File: src/rtl/bus_arb_pkg.sv
// bus_arb_pkg
//   Shared types and constants for the two-master system-bus arbiter.
//   - arb_state_t     : arbiter FSM states (IDLE, GNT1, GNT2)
//   - M1 / M2         : master identifiers as carried by msel, split_owner and last_gnt
//   - DEFAULT_TIMEOUT : default watchdog limit, in grant cycles
package bus_arb_pkg;

  typedef enum logic [1:0] {
    IDLE = 2'd0,
    GNT1 = 2'd1,
    GNT2 = 2'd2
  } arb_state_t;

  localparam logic M1 = 1'b0;
  localparam logic M2 = 1'b1;

  localparam int DEFAULT_TIMEOUT = 64;

  // Maps a master id to the state in which that master holds the bus.
  function automatic arb_state_t gnt_state(input logic id);
    return (id == M2) ? GNT2 : GNT1;
  endfunction

endpackage

File: src/rtl/bus_arb_if.sv
// bus_arb_if
//   Request/grant bundle between the two bus masters, the slave-side status
//   pulses and the arbiter.
//   Request side  : m1_breq, m2_breq, bus_done, split, split_release
//   Grant side    : m1_bgrant, m2_bgrant, msel, split_pending, split_owner,
//                   bus_timeout, split_err
//   Modports:
//   - slave  : the arbiter. It samples requests and slave events, and drives grants.
//   - master : the surrounding bus. It drives requests and slave events, and observes grants.
interface bus_arb_if;

  logic m1_breq;
  logic m2_breq;
  logic bus_done;
  logic split;
  logic split_release;

  logic m1_bgrant;
  logic m2_bgrant;
  logic msel;
  logic split_pending;
  logic split_owner;
  logic bus_timeout;
  logic split_err;

  modport slave (
    input  m1_breq, m2_breq, bus_done, split, split_release,
    output m1_bgrant, m2_bgrant, msel, split_pending, split_owner,
           bus_timeout, split_err
  );

  modport master (
    output m1_breq, m2_breq, bus_done, split, split_release,
    input  m1_bgrant, m2_bgrant, msel, split_pending, split_owner,
           bus_timeout, split_err
  );

endinterface

File: src/rtl/bus_arb_wdog.sv
// bus_arb_wdog
//   Loadable saturating tenure counter with a terminal flag.
//   clk, rst : bus clock and synchronous active-high reset
//   load     : clear the count to zero. This has priority over en.
//   en       : advance the count by one. The count saturates at MAX.
//   expire   : combinational. It is high when this edge advances the count onto MAX.
module bus_arb_wdog #(
  parameter int MAX = 63,
  parameter int W   = 6
) (
  input  logic clk,
  input  logic rst,
  input  logic load,
  input  logic en,
  output logic expire
);

  localparam logic [W-1:0] LAST = W'(MAX);
  localparam logic [W-1:0] PRE  = W'(MAX - 1);

  logic [W-1:0] cnt;

  // expire looks one step ahead. The owner then drops the grant on the same
  // edge at which the count reaches MAX, not one cycle later.
  assign expire = en && !load && (cnt == PRE);

  always_ff @(posedge clk) begin
    // NOTE: state registers use non-blocking (<=) assignments so that every flop samples pre-edge values.
    if (rst) begin
      cnt <= '0;
    end else if (load) begin
      cnt <= '0;
    end else if (en && (cnt != LAST)) begin
      cnt <= cnt + W'(1);
    end
  end

endmodule

File: src/rtl/bus_arbiter.sv
// bus_arbiter
//   Two-master arbiter for the shared system bus. It also tracks one
//   outstanding split transaction and enforces a per-tenure watchdog.
//   Parameters:
//     TIMEOUT : longest grant without bus_done/split (must be >= 4)
//   Ports:
//     clk     : bus clock (rising edge)
//     rst     : synchronous active-high reset
//     bus     : bus_arb_if.slave. Requests and slave events come in; grants,
//               msel, split status and the error/timeout pulses go out.
//               All outputs are registered.
module bus_arbiter
  import bus_arb_pkg::*;
#(
  parameter int TIMEOUT = DEFAULT_TIMEOUT
) (
  input  logic         clk,
  input  logic         rst,
  bus_arb_if.slave     bus
);

  localparam int CNT_W = $clog2(TIMEOUT);

  arb_state_t state, state_n;

  logic last_gnt, last_gnt_n;
  logic msel_q, msel_n;
  logic sp_q, sp_n;         // split_pending
  logic so_q, so_n;         // split_owner
  logic rel_q, rel_n;       // release of the parked owner already seen
  logic to_q, to_n;         // bus_timeout pulse
  logic se_q, se_n;         // split_err pulse

  logic wd_load, wd_en, wd_expire;
  logic elig1, elig2, parked1, parked2, rel_grant;
  logic cur_id, cur_req, take, win;

  bus_arb_wdog #(
    .MAX (TIMEOUT - 1),
    .W   (CNT_W)
  ) u_wdog (
    .clk    (clk),
    .rst    (rst),
    .load   (wd_load),
    .en     (wd_en),
    .expire (wd_expire)
  );

  assign wd_en = (state != IDLE);

  // A master parked by a split may not compete until its release is seen.
  assign parked1   = sp_q && (so_q == M1) && !rel_q;
  assign parked2   = sp_q && (so_q == M2) && !rel_q;
  assign elig1     = bus.m1_breq && !parked1;
  assign elig2     = bus.m2_breq && !parked2;
  assign rel_grant = sp_q && rel_q && ((so_q == M2) ? bus.m2_breq : bus.m1_breq);

  assign cur_id  = (state == GNT2);
  assign cur_req = cur_id ? bus.m2_breq : bus.m1_breq;

  always_comb begin
    // NOTE: every variable gets a default first, so no path through the case can infer a latch.
    state_n    = state;
    last_gnt_n = last_gnt;
    msel_n     = msel_q;
    sp_n       = sp_q;
    so_n       = so_q;
    rel_n      = rel_q;
    to_n       = 1'b0;
    se_n       = 1'b0;
    wd_load    = 1'b0;
    take       = 1'b0;
    win        = M1;

    // A release is latched in any state, but only while a split is outstanding.
    if (sp_q && bus.split_release) rel_n = 1'b1;

    case (state)
      IDLE: begin
        if (rel_grant) begin
          take  = 1'b1;
          win   = so_q;
          sp_n  = 1'b0;
          rel_n = 1'b0;
        end else if (elig1 && elig2) begin
          take = 1'b1;
          win  = ~last_gnt;
        end else if (elig1) begin
          take = 1'b1;
          win  = M1;
        end else if (elig2) begin
          take = 1'b1;
          win  = M2;
        end
        if (take) begin
          state_n    = gnt_state(win);
          last_gnt_n = win;
          msel_n     = win;
          wd_load    = 1'b1;
        end
      end

      GNT1, GNT2: begin
        // Exit priority: done, request dropped, split, watchdog.
        if (bus.bus_done || !cur_req) begin
          state_n = IDLE;
        end else if (bus.split) begin
          state_n = IDLE;
          if (!sp_q) begin
            sp_n  = 1'b1;
            so_n  = cur_id;
            rel_n = 1'b0;
          end else begin
            // A second split cannot be parked, so it ends the tenure like a done.
            se_n = 1'b1;
          end
        end else if (wd_expire) begin
          state_n = IDLE;
          to_n    = 1'b1;
        end
      end

      default: state_n = IDLE;
    endcase
  end

  always_ff @(posedge clk) begin
    if (rst) begin
      state    <= IDLE;
      last_gnt <= M2;
      msel_q   <= M1;
      sp_q     <= 1'b0;
      so_q     <= M1;
      rel_q    <= 1'b0;
      to_q     <= 1'b0;
      se_q     <= 1'b0;
    end else begin
      state    <= state_n;
      last_gnt <= last_gnt_n;
      msel_q   <= msel_n;
      sp_q     <= sp_n;
      so_q     <= so_n;
      rel_q    <= rel_n;
      to_q     <= to_n;
      se_q     <= se_n;
    end
  end

  assign bus.m1_bgrant     = (state == GNT1);
  assign bus.m2_bgrant     = (state == GNT2);
  assign bus.msel          = msel_q;
  assign bus.split_pending = sp_q;
  assign bus.split_owner   = so_q;
  assign bus.bus_timeout   = to_q;
  assign bus.split_err     = se_q;

endmodule

File: src/flat_wrapper.sv
// flat-port wrapper written by rule: the top's interface ports become plain ports
module bus_arbiter_flat import bus_arb_pkg::*;
#(
  parameter int TIMEOUT = DEFAULT_TIMEOUT
)
  (clk, rst, bus_m1_breq, bus_m2_breq, bus_bus_done, bus_split, bus_split_release, bus_m1_bgrant, bus_m2_bgrant, bus_msel, bus_split_pending, bus_split_owner, bus_bus_timeout, bus_split_err);
  bus_arb_if bus_i ();
  input  logic clk;
  input  logic rst;
  input wire logic [$bits(bus_i.m1_breq)-1:0] bus_m1_breq;
  input wire logic [$bits(bus_i.m2_breq)-1:0] bus_m2_breq;
  input wire logic [$bits(bus_i.bus_done)-1:0] bus_bus_done;
  input wire logic [$bits(bus_i.split)-1:0] bus_split;
  input wire logic [$bits(bus_i.split_release)-1:0] bus_split_release;
  output wire logic [$bits(bus_i.m1_bgrant)-1:0] bus_m1_bgrant;
  output wire logic [$bits(bus_i.m2_bgrant)-1:0] bus_m2_bgrant;
  output wire logic [$bits(bus_i.msel)-1:0] bus_msel;
  output wire logic [$bits(bus_i.split_pending)-1:0] bus_split_pending;
  output wire logic [$bits(bus_i.split_owner)-1:0] bus_split_owner;
  output wire logic [$bits(bus_i.bus_timeout)-1:0] bus_bus_timeout;
  output wire logic [$bits(bus_i.split_err)-1:0] bus_split_err;
  assign bus_i.m1_breq = bus_m1_breq;
  assign bus_i.m2_breq = bus_m2_breq;
  assign bus_i.bus_done = bus_bus_done;
  assign bus_i.split = bus_split;
  assign bus_i.split_release = bus_split_release;
  assign bus_m1_bgrant = bus_i.m1_bgrant;
  assign bus_m2_bgrant = bus_i.m2_bgrant;
  assign bus_msel = bus_i.msel;
  assign bus_split_pending = bus_i.split_pending;
  assign bus_split_owner = bus_i.split_owner;
  assign bus_bus_timeout = bus_i.bus_timeout;
  assign bus_split_err = bus_i.split_err;
  bus_arbiter #(.TIMEOUT(TIMEOUT)) u_core (.clk(clk), .rst(rst), .bus(bus_i));
endmodule
File: config.mk
export PLATFORM = sky130hd
export DESIGN_NAME = bus_arbiter_flat
export DESIGN_NICKNAME = d
export VERILOG_FILES = /design/src/rtl/bus_arb_pkg.sv /design/src/rtl/bus_arb_if.sv /design/src/rtl/bus_arb_wdog.sv /design/src/rtl/bus_arbiter.sv /design/src/flat_wrapper.sv
export SDC_FILE = /design/constraint.sdc
export NUM_CORES = 1
export LEC_CHECK = 0
export BUFFER_PORTS_ARGS = -buffer_cell sky130_fd_sc_hd__buf_2
export CORE_MARGIN = 2
export CORE_UTILIZATION = 50
export CTS_CLUSTER_SIZE = 10
export DETAILED_ROUTE_END_ITERATION = 10
export PLACE_DENSITY = 0.72
export RECOVER_POWER = 25
export SLEW_MARGIN = 20
export SYNTH_ARGS = -nofsm -noshare
export SYNTH_HDL_FRONTEND = slang
export SYNTH_HIERARCHICAL = 1
export SYNTH_SLANG_ARGS = --single-unit
File: constraint.sdc
create_clock -name clk -period 3.1 [get_ports clk]
set_input_delay 0.465 -clock clk [delete_from_list [all_inputs] [get_ports clk]]
set_output_delay 0.465 -clock clk [all_outputs]
set_load 0.1 [all_outputs]
==> results of run 1 <==
==> power by group <==
group | switching (mW) | total [mW] | internal (mW)
combinational | 0.0827 | 0.119 | 0.0364
sequential | 0.00760 | 0.208 | 0.201
clock | 0.0544 | 0.104 | 0.0499
total | 0.145 | 0.432 | 0.287
==> critical path, stage by stage (launching register included) <==
cell	delay [ns]
dfxtp_1	0.43
mux2i_1	0.11
a31oi_1	0.45
nand2_2	0.12
inv_1	0.13
nand4b_1	0.12
nor2_1	0.07
nor4_4	0.29
o21ba_2	0.22
o32ai_2	0.18
==> registers in the layout (all words and copies together), names as in the netlist <==
register and count:
u_core/rel_q 1, u_core/bus.split_owner 1, u_core/bus.split_pending 1, u_core/u_wdog/cnt 6
u_core/bus.msel 1, u_core/last_gnt 1, u_core/bus.split_err 1, u_core/state 2
u_core/bus.bus_timeout 1
==> final timing paths <==
check                                                    endpoint                                 from  cells after the start  slack (ns)
worst max-delay path                 u_core/state[1]$_SDFFE_PP0P_  u_core/bus.split_owner$_SDFFE_PP0P_                      9        0.90
worst min-delay path            u_core/bus.bus_timeout$_SDFF_PP0_                            bus_split                      2        0.41
worst max register to register       u_core/state[1]$_SDFFE_PP0P_  u_core/bus.split_owner$_SDFFE_PP0P_                      9        0.90
worst min register to register  u_core/u_wdog/cnt[0]$_SDFFE_PP0P_    u_core/u_wdog/cnt[0]$_SDFFE_PP0P_                      2        0.50
==> layout make-up <==
class / count / area [sq um] / area share
multi-input combinational: 70 / 555.5 / 0.5550
sequential: 15 / 300.3 / 0.3000
timing repair buffer: 13 / 61.31 / 0.06125
tap: 25 / 31.28 / 0.03125
clock buffer: 4 / 26.28 / 0.02625
inverter: 7 / 26.28 / 0.02625
==> cells by family after synthesis <==
family,after synthesis
AOI/OAI and AO/OA,23
adders and majority gates,6
buffers and inverters,9
DFF,15
muxes,5
and+or+nand+nor,36
==> cell usage after synthesis <==
master	count	area, sq um
nor4b_2	1	15.01
nor4b_1	1	8.760
mux2_2	1	11.26
or2_2	1	6.260
a2111oi_2	1	15.01
nand2_1	5	18.77
nand2b_1	3	18.77
a31oi_1	2	12.51
a41oi_1	1	8.760
and4_4	1	11.26
nand4b_1	2	17.52
o32ai_2	2	32.53
a21oi_1	5	25.02
nand3_1	3	15.01
o21a_1	1	7.510
clkbuf_1	1	3.750
nor4_4	1	21.27
a31oi_4	1	21.27
a21bo_2	1	10.01
a211oi_1	1	7.510
o31ai_1	2	15.01
nand3b_1	3	22.52
o21ba_2	1	10.01
inv_1	7	26.28
and3_2	1	7.510
ha_1	6	75.07
nor2_1	5	18.77
o21ai_0	1	5.000
and4_1	2	17.52
and3_1	1	6.260
dfxtp_1	15	300.3
o211a_1	1	10.01
a211o_1	1	8.760
nor3_1	3	15.01
a2111oi_0	1	8.760
mux2i_1	3	30.03
buf_4	1	7.510
nand2_2	1	6.260
nand4_1	2	12.51
mux2i_2	1	13.76
o211ai_1	1	7.510
==> stage by stage <==
step	instances	instance area [sq um]	hold WS, ns	setup WS (ns)
floorplan	94	912.1	0.4355	0.4953
global placement	130	997.2	0.4772	0.9883
detailed placement	130	997.2	0.4936	0.9169
CTS	134	1023	0.4003	1.009
global route	134	1001	0.3950	0.7344
finish	134	1001	0.4131	0.9049
==> routing by layer <==
| layer | routed length [um] | GRT usage | part of all wire |
|---|---|---|---|
| met5 | 0 | 0 | 0 |
| met1 | 906 | 0.2659 | 0.51 |
| met3 | 85 | 0.06667 | 0.048 |
| met4 | 12 | 0.06667 | 0.0067 |
| met2 | 776 | 0.2889 | 0.44 |
==> flow_summary.json, run 1 <==
{
  "setup_viol_count_final": 0,
  "synth_area_sq_um": 912.1,
  "drcViolationCount": 0,
  "ys_types": 41,
  "finalPower_mw": 0.4319,
  "max_slew_margin": 0.2296,
  "die-area_sq_um": 2182,
  "required_ns": 3.29,
  "status": "completed",
  "firstDrtPassIters": 4,
  "die_x_um": 46.71,
  "cts_hold_buffers": 0,
  "wl_mm": 1.781,
  "finalHoldViolCount": 0,
  "start_util": 0.5283,
  "synth-simple-area-share": 0.2620,
  "critPathCaptureType": "flop",
  "avgRoutedWirePerCell_um": 13.29,
  "n_fill_cell": 174,
  "syn2layout_area_growth_pct": 9.739,
  "hp-class": "in2reg",
  "syn_inst": 94,
  "leakage_nw": 0.3741,
  "grt_max_degree": 15,
  "layout-drive-gt1-share": 0.2294,
  "crit_path_start_kind": "flop",
  "period_share": 0.7081,
  "nNetsFinal": 123,
  "synth.area.mux_share": 0.06036,
  "cap_violations": 0,
  "via_count": 746,
  "cts_tree": "yes",
  "hpwl_mm": 1.362,
  "fmax_mhz": 455.6,
  "synth_compound_gate_area_share": 0.2250,
  "rsz0062_at_grt": "false",
  "clk_latency_ns": 0.27,
  "drt_iter0_markers": 17,
  "ios": 14,
  "cp_max_fo": 6,
  "syn_nets": 107,
  "synth_top_family_by_area": "simple AND/OR/NAND/NOR gates",
  "period_needed_ns": 2.195,
  "seq_area_frac_synth": 0.3292,
  "synth_adder_area_share": 0.08230,
  "overflow": 0,
  "p_per_area_nw_per_um2": 431.4,
  "numPortBuffers": 13,
  "cts_setup_buffers": 0,
  "first_global_vias": 690,
  "tightest_slew_ns": 1.161,
  "gp_congestion": 0.8633,
  "slew_violations": 0,
  "syn_avg_cell_area_sq_um": 9.703,
  "tns_ns": 0,
  "cts_made_buffers": 3,
  "clock-sinks": 15,
  "grt_pass1_wl_mm": 2.994,
  "worst_ep_arrival_time_ns": 2.39,
  "vdd_drop_max_v": 0.0002930,
  "antennaDiodeCount": 0,
  "final_common_cell": "dfxtp_1",
  "grtUsageTotal": 0.1952,
  "antenna_found_initial": 0,
  "drtAntennaViolNets": 0,
  "final_core_util": 0.5797,
  "coreArea_sq_um": 1727,
  "post_cts_resize_count": 0,
  "final_cell_mix": "dfxtp_1 (15), buf_2 (10), inv_1 (7)",
  "critical_path_class": "reg2reg",
  "ys_warn_count": 6,
  "die_y_um": 46.71,
  "clock_tree.htree_level_count": 1,
  "finalClockSkew_ns": 0.0005777,
  "synth-seq-cells": 15,
  "std_cell_rows": 15,
  "clock_tree.root_cell": "clkbuf_4",
  "viasPerCell": 5.567,
  "clk_pin_slew_ns": 0.08,
  "synth_xor_area_frac": 0,
  "clk_path_buf_depth": 2
}
No activity file was read; power rests on OpenSTA's default activity.
==> run 2, diff against run 1 <==
--- a/config.mk
+++ b/config.mk
@@ -5,12 +5,13 @@
 export SDC_FILE = /design/constraint.sdc
 export NUM_CORES = 1
 export LEC_CHECK = 0
+export ABC_AREA = 1
 export BUFFER_PORTS_ARGS = -buffer_cell sky130_fd_sc_hd__buf_2
 export CORE_MARGIN = 2
-export CORE_UTILIZATION = 50
+export CORE_UTILIZATION = 49
 export CTS_CLUSTER_SIZE = 10
 export DETAILED_ROUTE_END_ITERATION = 10
-export PLACE_DENSITY = 0.72
+export PLACE_DENSITY = 0.73
 export RECOVER_POWER = 25
 export SLEW_MARGIN = 20
 export SYNTH_ARGS = -nofsm -noshare
==> constraint.sdc (replaced) <==
create_clock -name clk -period 2 [get_ports clk]
set_input_delay 0.3 -clock clk [delete_from_list [all_inputs] [get_ports clk]]
set_output_delay 0.3 -clock clk [all_outputs]
set_load 0.1 [all_outputs]
==> run 2 against run 1 <==
Register-to-register slack got worse by 0.67 ns. Cell area increased by 9.5%. Wire length increased by 4.9%. Fmax increased by 24%. Sequential cell count unchanged. Via count increased by 21%. Global-route usage decreased by 0.16 points. Non-clock buffer count increased by 1.
==> flow_summary.json, run 2 <==
{
  "numPortBuffers": 13,
  "n_fill_cell": 167,
  "rr_startpoint": "u_core/bus.split_pending$_SDFFE_PP0P_",
  "period_share": 0.8819,
  "antennaDiodeCount": 0,
  "ios": 14,
  "setup_viol_count_final": 0,
  "drt_iter0_markers": 30,
  "r2r-end": "u_core/state[0]$_SDFFE_PP0P_",
  "syn_inst": 137,
  "fmax_mhz": 567.0,
  "synthTopCellsByArea": "dfxtp_1 (31%), nand2_1 (13%), ha_1 (7.9%)",
  "leakage_nw": 0.5066,
  "critPathCaptureType": "flop",
  "cts_made_buffers": 3,
  "wl_mm": 1.868,
  "cts_setup_buffers": 0,
  "crit_start": "u_core/bus.split_pending$_SDFFE_PP0P_",
  "final_common_cell": "nand2_1",
  "ys_warn_count": 6,
  "worst_ep_arrival_time_ns": 2.00,
  "p_per_area_nw_per_um2": 651.1,
  "synth_adder_area_share": 0.07853,
  "grtUsageTotal": 0.1936,
  "slew_violations": 0,
  "clk_path_buf_depth": 2,
  "tightest_slew_ns": 0.5413,
  "syn2layout_area_growth_pct": 14.66,
  "std_cell_rows": 15,
  "synth_xor_area_frac": 0.009162,
  "die_y_um": 48.17,
  "post-synth-top-count-cell": "nand2_1",
  "syn_avg_cell_area_sq_um": 6.977,
  "yosysTopAreaCell": "dfxtp_1",
  "cts_hold_buffers": 0,
  "die_x_um": 48.17,
  "cts_tree": "yes",
  "vdd_drop_max_v": 0.0003475,
  "seq_area_frac_synth": 0.3141,
  "synth-simple-area-share": 0.3914,
  "drtAntennaViolNets": 0,
  "layout.cells.non_filler": 179,
  "finalClockSkew_ns": 0.005682,
  "clock_tree.root_cell": "clkbuf_4",
  "cpPeakStageDelay_ns": 0.40,
  "nNetsFinal": 168,
  "final_cell_mix": "nand2_1 (34), inv_1 (20), nor2_1 (14)",
  "via_count": 900,
  "crit_end": "u_core/state[0]$_SDFFE_PP0P_",
  "worstPathCellList": "nand2_2, o21ai_1, nand2_1, nand2_2, inv_1, nor4b_2, nor2_1, nand2_4, nand3_1, nor2_1, nor2_1, nor2_1",
  "synth_common_cells": "nand2_1 (34), inv_1 (20), dfxtp_1 (15)",
  "ys.flop_type": "dfxtp_1",
  "hp-class": "in2reg",
  "firstDrtPassIters": 4,
  "grt_pass1_wl_mm": 3.180,
  "start_util": 0.5361,
  "first_global_vias": 781,
  "clock_tree.htree_level_count": 1,
  "cp_max_fo": 7,
  "period_needed_ns": 1.764,
  "path_common_cell": "nor2_1",
  "critical_path_class": "reg2reg",
  "grt_max_degree": 10,
  "whs_ns": 0.2405,
  "crit_path_start_kind": "flop",
  "layout-drive-gt1-share": 0.2403,
  "dpl.cell_count": 175,
  "final_core_util": 0.6147,
  "synth-seq-cells": 15,
  "rsz0062_at_grt": "false",
  "reg_top3": "u_core/u_wdog/cnt x6, u_core/state x2",
  "ys_types": 24,
  "synth_area_sq_um": 955.9,
  "tns_ns": 0,
  "synth_top_family_by_area": "simple AND/OR/NAND/NOR gates",
  "cpMaxStageDelayCell": "dfxtp_2",
  "clk_pin_slew_ns": 0.09,
  "post_cts_resize_count": 0,
  "async_reset_ff_frac": 0,
  "synth.area.mux_share": 0,
  "coreArea_sq_um": 1783,
  "viasPerCell": 5.028,
  "ff2ff_setup_slack_ns": 0.24,
  "synthDominantCellAreaShare": 0.3141,
  "gp_congestion": 0.9335,
  "cap_violations": 0,
  "synth_edf_count": 0,
  "hpwl_mm": 1.460,
  "overflow": 0,
  "reg2regPathDepth": 12,
  "syn_nets": 150,
  "largest_register_ffs": 6,
  "top_register": "u_core/u_wdog/cnt",
  "antenna_found_initial": 0,
  "status": "completed",
  "synth_compound_gate_area_share": 0.1178,
  "finalHoldViolCount": 0,
  "avgRoutedWirePerCell_um": 10.44,
  "clock-sinks": 15,
  "clk_latency_ns": 0.28,
  "required_ns": 2.23,
  "die-area_sq_um": 2320,
  "max_slew_margin": 0.6407,
  "drcViolationCount": 0
}
## run 2: cell count changes in the layout (fill, tap and decap cells not counted), moves of 4 or more
cell,previous run,this run
clkbuf_1,4,0
mux2i_1,4,0
nand3_1,3,12
nand2_1,5,34
inv_1,7,20
nor2_1,5,14
a21oi_1,5,9
## run 2: worst min-delay path by stage
| stage | from | endpoint | slack [ns] | cells after the start |
|---|---|---|---|---|
| 5_1_grt | rst | u_core/bus.msel$_SDFFE_PP0P_ | 0.24 | 2 |
| 3_3_place_gp | u_core/bus.msel$_SDFFE_PP0P_ | u_core/bus.msel$_SDFFE_PP0P_ | 0.47 | 2 |
| 3_5_place_dp | u_core/bus.msel$_SDFFE_PP0P_ | u_core/bus.msel$_SDFFE_PP0P_ | 0.46 | 2 |
| 6_report | rst | u_core/bus.msel$_SDFFE_PP0P_ | 0.24 | 2 |
| 4_1_cts | rst | u_core/state[1]$_SDFFE_PP0P_ | 0.23 | 2 |
| 2_1_floorplan | rst | u_core/bus.msel$_SDFFE_PP0P_ | 0.37 | 1 |
## run 2: critical path: cells and delay by family (launching register included)
kind,cells,cell delay (ns)
AO/OA/AOI/OAI,1,0.16
buffers and inverters,1,0.06
flip-flops,1,0.40
AND/OR/NAND/NOR,10,1.09
## run 2: where the power goes
part	internal [mW]	leakage [nW]	total, mW	switching (mW)
clock	0.0742	0.0177	0.173	0.0993
combinational	0.0609	0.366	0.214	0.153
sequential	0.313	0.123	0.327	0.0137
total	0.448	0.507	0.714	0.266
## run 2: area by class of cell
| cell class | instances | area (sq um) | share of cell area |
|---|---|---|---|
| Multi-Input combinational cell | 100 | 581.8 | 0.5308 |
| Inverter | 21 | 80.08 | 0.07306 |
| Tap cell | 25 | 31.28 | 0.02854 |
| Clock buffer | 3 | 22.52 | 0.02055 |
| Timing Repair Buffer | 14 | 72.57 | 0.06621 |
| Clock inverter | 1 | 5.005 | 0.004566 |
| Sequential cell | 15 | 302.8 | 0.2763 |
## run 2: through the flow
stage	total power [mW]	worst slack (ns)	area, sq um
after global routing	0.7626	0.02672	1096
after floorplan	0.4971	0.002909	960.9
after detailed placement	0.5414	0.1168	1060
after global placement	0.5374	0.2181	1060
after CTS	0.7199	0.07185	1087
final	0.7136	0.2363	1096
## run 2: cells by family after synthesis
| family | Yosys count |
|---|---|
| AO/OA/AOI/OAI | 17 |
| adder cells (fa/ha/maj) | 6 |
| AND/OR/NAND/NOR | 76 |
| buffers and inverters | 22 |
| XOR/XNOR | 1 |
| flip-flops | 15 |
## run 2: layer usage
layer  share of wire  GRT usage  wire length, um  vias up
li1                -          -                -      473
met1            0.52     0.2685              976      407
met2            0.45     0.2947              834       20
met3           0.031    0.04444               57        0
met4               0    0.06486                0        0
met5               0          0                0        -
==> run 3, diff against run 2 <==
--- a/config.mk
+++ b/config.mk
@@ -11,10 +11,9 @@
 export CORE_UTILIZATION = 49
 export CTS_CLUSTER_SIZE = 10
 export DETAILED_ROUTE_END_ITERATION = 10
-export PLACE_DENSITY = 0.73
+export PLACE_DENSITY_LB_ADDON = 0.3
 export RECOVER_POWER = 25
 export SLEW_MARGIN = 20
 export SYNTH_ARGS = -nofsm -noshare
 export SYNTH_HDL_FRONTEND = slang
-export SYNTH_HIERARCHICAL = 1
 export SYNTH_SLANG_ARGS = --single-unit
==> run 3 against run 2 <==
Via count decreased by 4.6%. Sequential power decreased by 2%. Worst hold slack improved by 0.018 ns. Synthesized cell count down 6.6%. First-iteration DRC count grew 33%. Worst setup slack better by 0.086 ns. Combinational power shrank 7%. Register-to-register slack better by 0.13 ns. Power is 2.3% lower. Critical path type is now reg2out. Largest cell class unchanged.
==> flow_summary.json, run 3 <==
{
  "clk_pin_slew_ns": 0.09,
  "clk_path_buf_depth": 2,
  "vdd_drop_max_v": 0.0005067,
  "worst_ep_arrival_time_ns": 1.38,
  "period_share": 0.8388,
  "clk_latency_ns": 0.29,
  "hpwl_mm": 1.365,
  "crit_path_start_kind": "flop",
  "finalHoldViolCount": 0,
  "cap_violations": 0,
  "avgRoutedWirePerCell_um": 10.28,
  "antenna_found_initial": 0,
  "cp_max_fo": 4,
  "status": "completed",
  "period_needed_ns": 1.678,
  "dpl.cell_count": 166,
  "critPathCaptureType": "output port",
  "rsz0062_at_grt": "false",
  "antennaDiodeCount": 0,
  "syn2layout_area_growth_pct": 13.24,
  "top_register": "u_core.u_wdog.cnt",
  "die_x_um": 46.58,
  "die_y_um": 46.58,
  "ys.flop_type": "dfxtp_1",
  "drtAntennaViolNets": 0,
  "syn_avg_cell_area_sq_um": 6.940,
  "synth_area_sq_um": 888.4,
  "critical_path_class": "reg2out",
  "synthDominantCellAreaShare": 0.3380,
  "drt_iter0_markers": 40,
  "cts_hold_buffers": 0,
  "synthTopCellsByArea": "dfxtp_1 (34%), nand2_1 (14%), ha_1 (8.5%)",
  "cts_made_buffers": 3,
  "leakage_nw": 0.4674,
  "final_cell_mix": "nand2_1 (32), inv_1 (20), dfxtp_1 (15)",
  "post_cts_resize_count": 0,
  "yosysTopAreaCell": "dfxtp_1",
  "ys_types": 20,
  "synth-seq-cells": 15,
  "clock-sinks": 15,
  "viasPerCell": 5.053,
  "grt_max_degree": 9,
  "reg_top3": "u_core.u_wdog.cnt x6, u_core.state x2",
  "synth_common_cells": "nand2_1 (32), inv_1 (20), dfxtp_1 (15)",
  "tns_ns": 0,
  "cts_tree": "yes",
  "grt_pass1_wl_mm": 2.684,
  "start_util": 0.5201,
  "post-synth-top-count-cell": "nand2_1",
  "required_ns": 1.70,
  "max_slew_margin": 0.6416,
  "gp_congestion": 0.8572,
  "cts_setup_buffers": 0,
  "n_fill_cell": 149,
  "async_reset_ff_frac": 0,
  "syn_nets": 141,
  "finalClockSkew_ns": 0.003040,
  "syn_inst": 128,
  "grtUsageTotal": 0.1758,
  "std_cell_rows": 15,
  "ios": 14,
  "p_per_area_nw_per_um2": 693.3,
  "via_count": 859,
  "firstDrtPassIters": 4,
  "clock_tree.root_cell": "clkbuf_4",
  "hp-class": "in2reg",
  "slew_violations": 0,
  "wl_mm": 1.747,
  "drcViolationCount": 0,
  "clock_tree.htree_level_count": 1,
  "die-area_sq_um": 2170,
  "setup_viol_count_final": 0,
  "largest_register_ffs": 6,
  "final_common_cell": "nand2_1",
  "ys_warn_count": 0,
  "synth_edf_count": 0,
  "overflow": 0,
  "coreArea_sq_um": 1708,
  "nNetsFinal": 159,
  "layout-drive-gt1-share": 0.1793,
  "tightest_slew_ns": 0.5399,
  "fmax_mhz": 596.1,
  "seq_area_frac_synth": 0.3380,
  "layout.cells.non_filler": 170,
  "numPortBuffers": 13,
  "first_global_vias": 650
}
## run 3: per-stage QoR
step	cell area, sq um	util	power (mW)	setup slack [ns]	hold slack, ns
final	1006	0.5890	0.6975	0.3223	0.2584
after global routing	1006	0.5890	0.7313	0.2301	0.2507
after CTS	1013	0.5934	0.7001	0.3142	0.2543
after detailed placement	987.2	0.5780	0.5269	0.4483	0.4571
after global placement	987.2	0.5780	0.5241	0.4998	0.4582
after floorplan	890.9	-	0.4903	0.1339	0.3691
## run 3: worst max-delay path, cell delays in order, from the launching register on
cell     delay, ns
dfxtp_1       0.33
inv_1         0.10
ha_2          0.22
buf_2         0.43
## run 3: path summary, 6_finish.rpt
check	slack, ns	end	cells after the start	startpoint
worst max-delay path	0.32	bus_m2_bgrant	3	u_core.state[0]$_SDFFE_PP0P_
worst min-delay path	0.26	u_core.bus.msel$_SDFFE_PP0P_	2	rst
worst max register to register	0.37	u_core.state[0]$_SDFFE_PP0P_	10	u_core.state[0]$_SDFFE_PP0P_
worst min register to register	0.47	u_core.bus.msel$_SDFFE_PP0P_	2	u_core.bus.msel$_SDFFE_PP0P_
## run 3: final cells by class
cell class              instances  area [sq um]  area share
flip-flops and latches         15         300.3      0.2985
well taps                      25         31.28     0.03109
repair buffers                 13         65.06     0.06468
inverters                      22         82.58     0.08209
multi-input cells              91         500.5      0.4975
clock buffers                   4         26.28     0.02612
## run 3: cell families (layout without fill, tap and decap cells)
family,count (synthesis),count (layout),share of synthesized area
compound gates,14,14,0.09577
xor+xnor,3,3,0.02958
fa+ha+maj,6,6,0.08450
buf+inv,22,39,0.09296
flops,15,15,0.3380
simple gates,68,68,0.3591
## run 3: power breakdown
part / leakage (nW) / switching (mW) / internal [mW] / total [mW]
clock network: 0.0150 / 0.100 / 0.0775 / 0.178
logic: 0.331 / 0.148 / 0.0499 / 0.198
registers: 0.122 / 0.0106 / 0.311 / 0.322
total: 0.467 / 0.259 / 0.439 / 0.697
## run 3: routing by layer
metal,vias to the layer above,global-route usage,routed length [um]
met3,7,0.03529,106
li1,439,-,-
met1,377,0.2613,857
met2,36,0.2361,737
met4,0,0.08571,46
met5,-,0,0
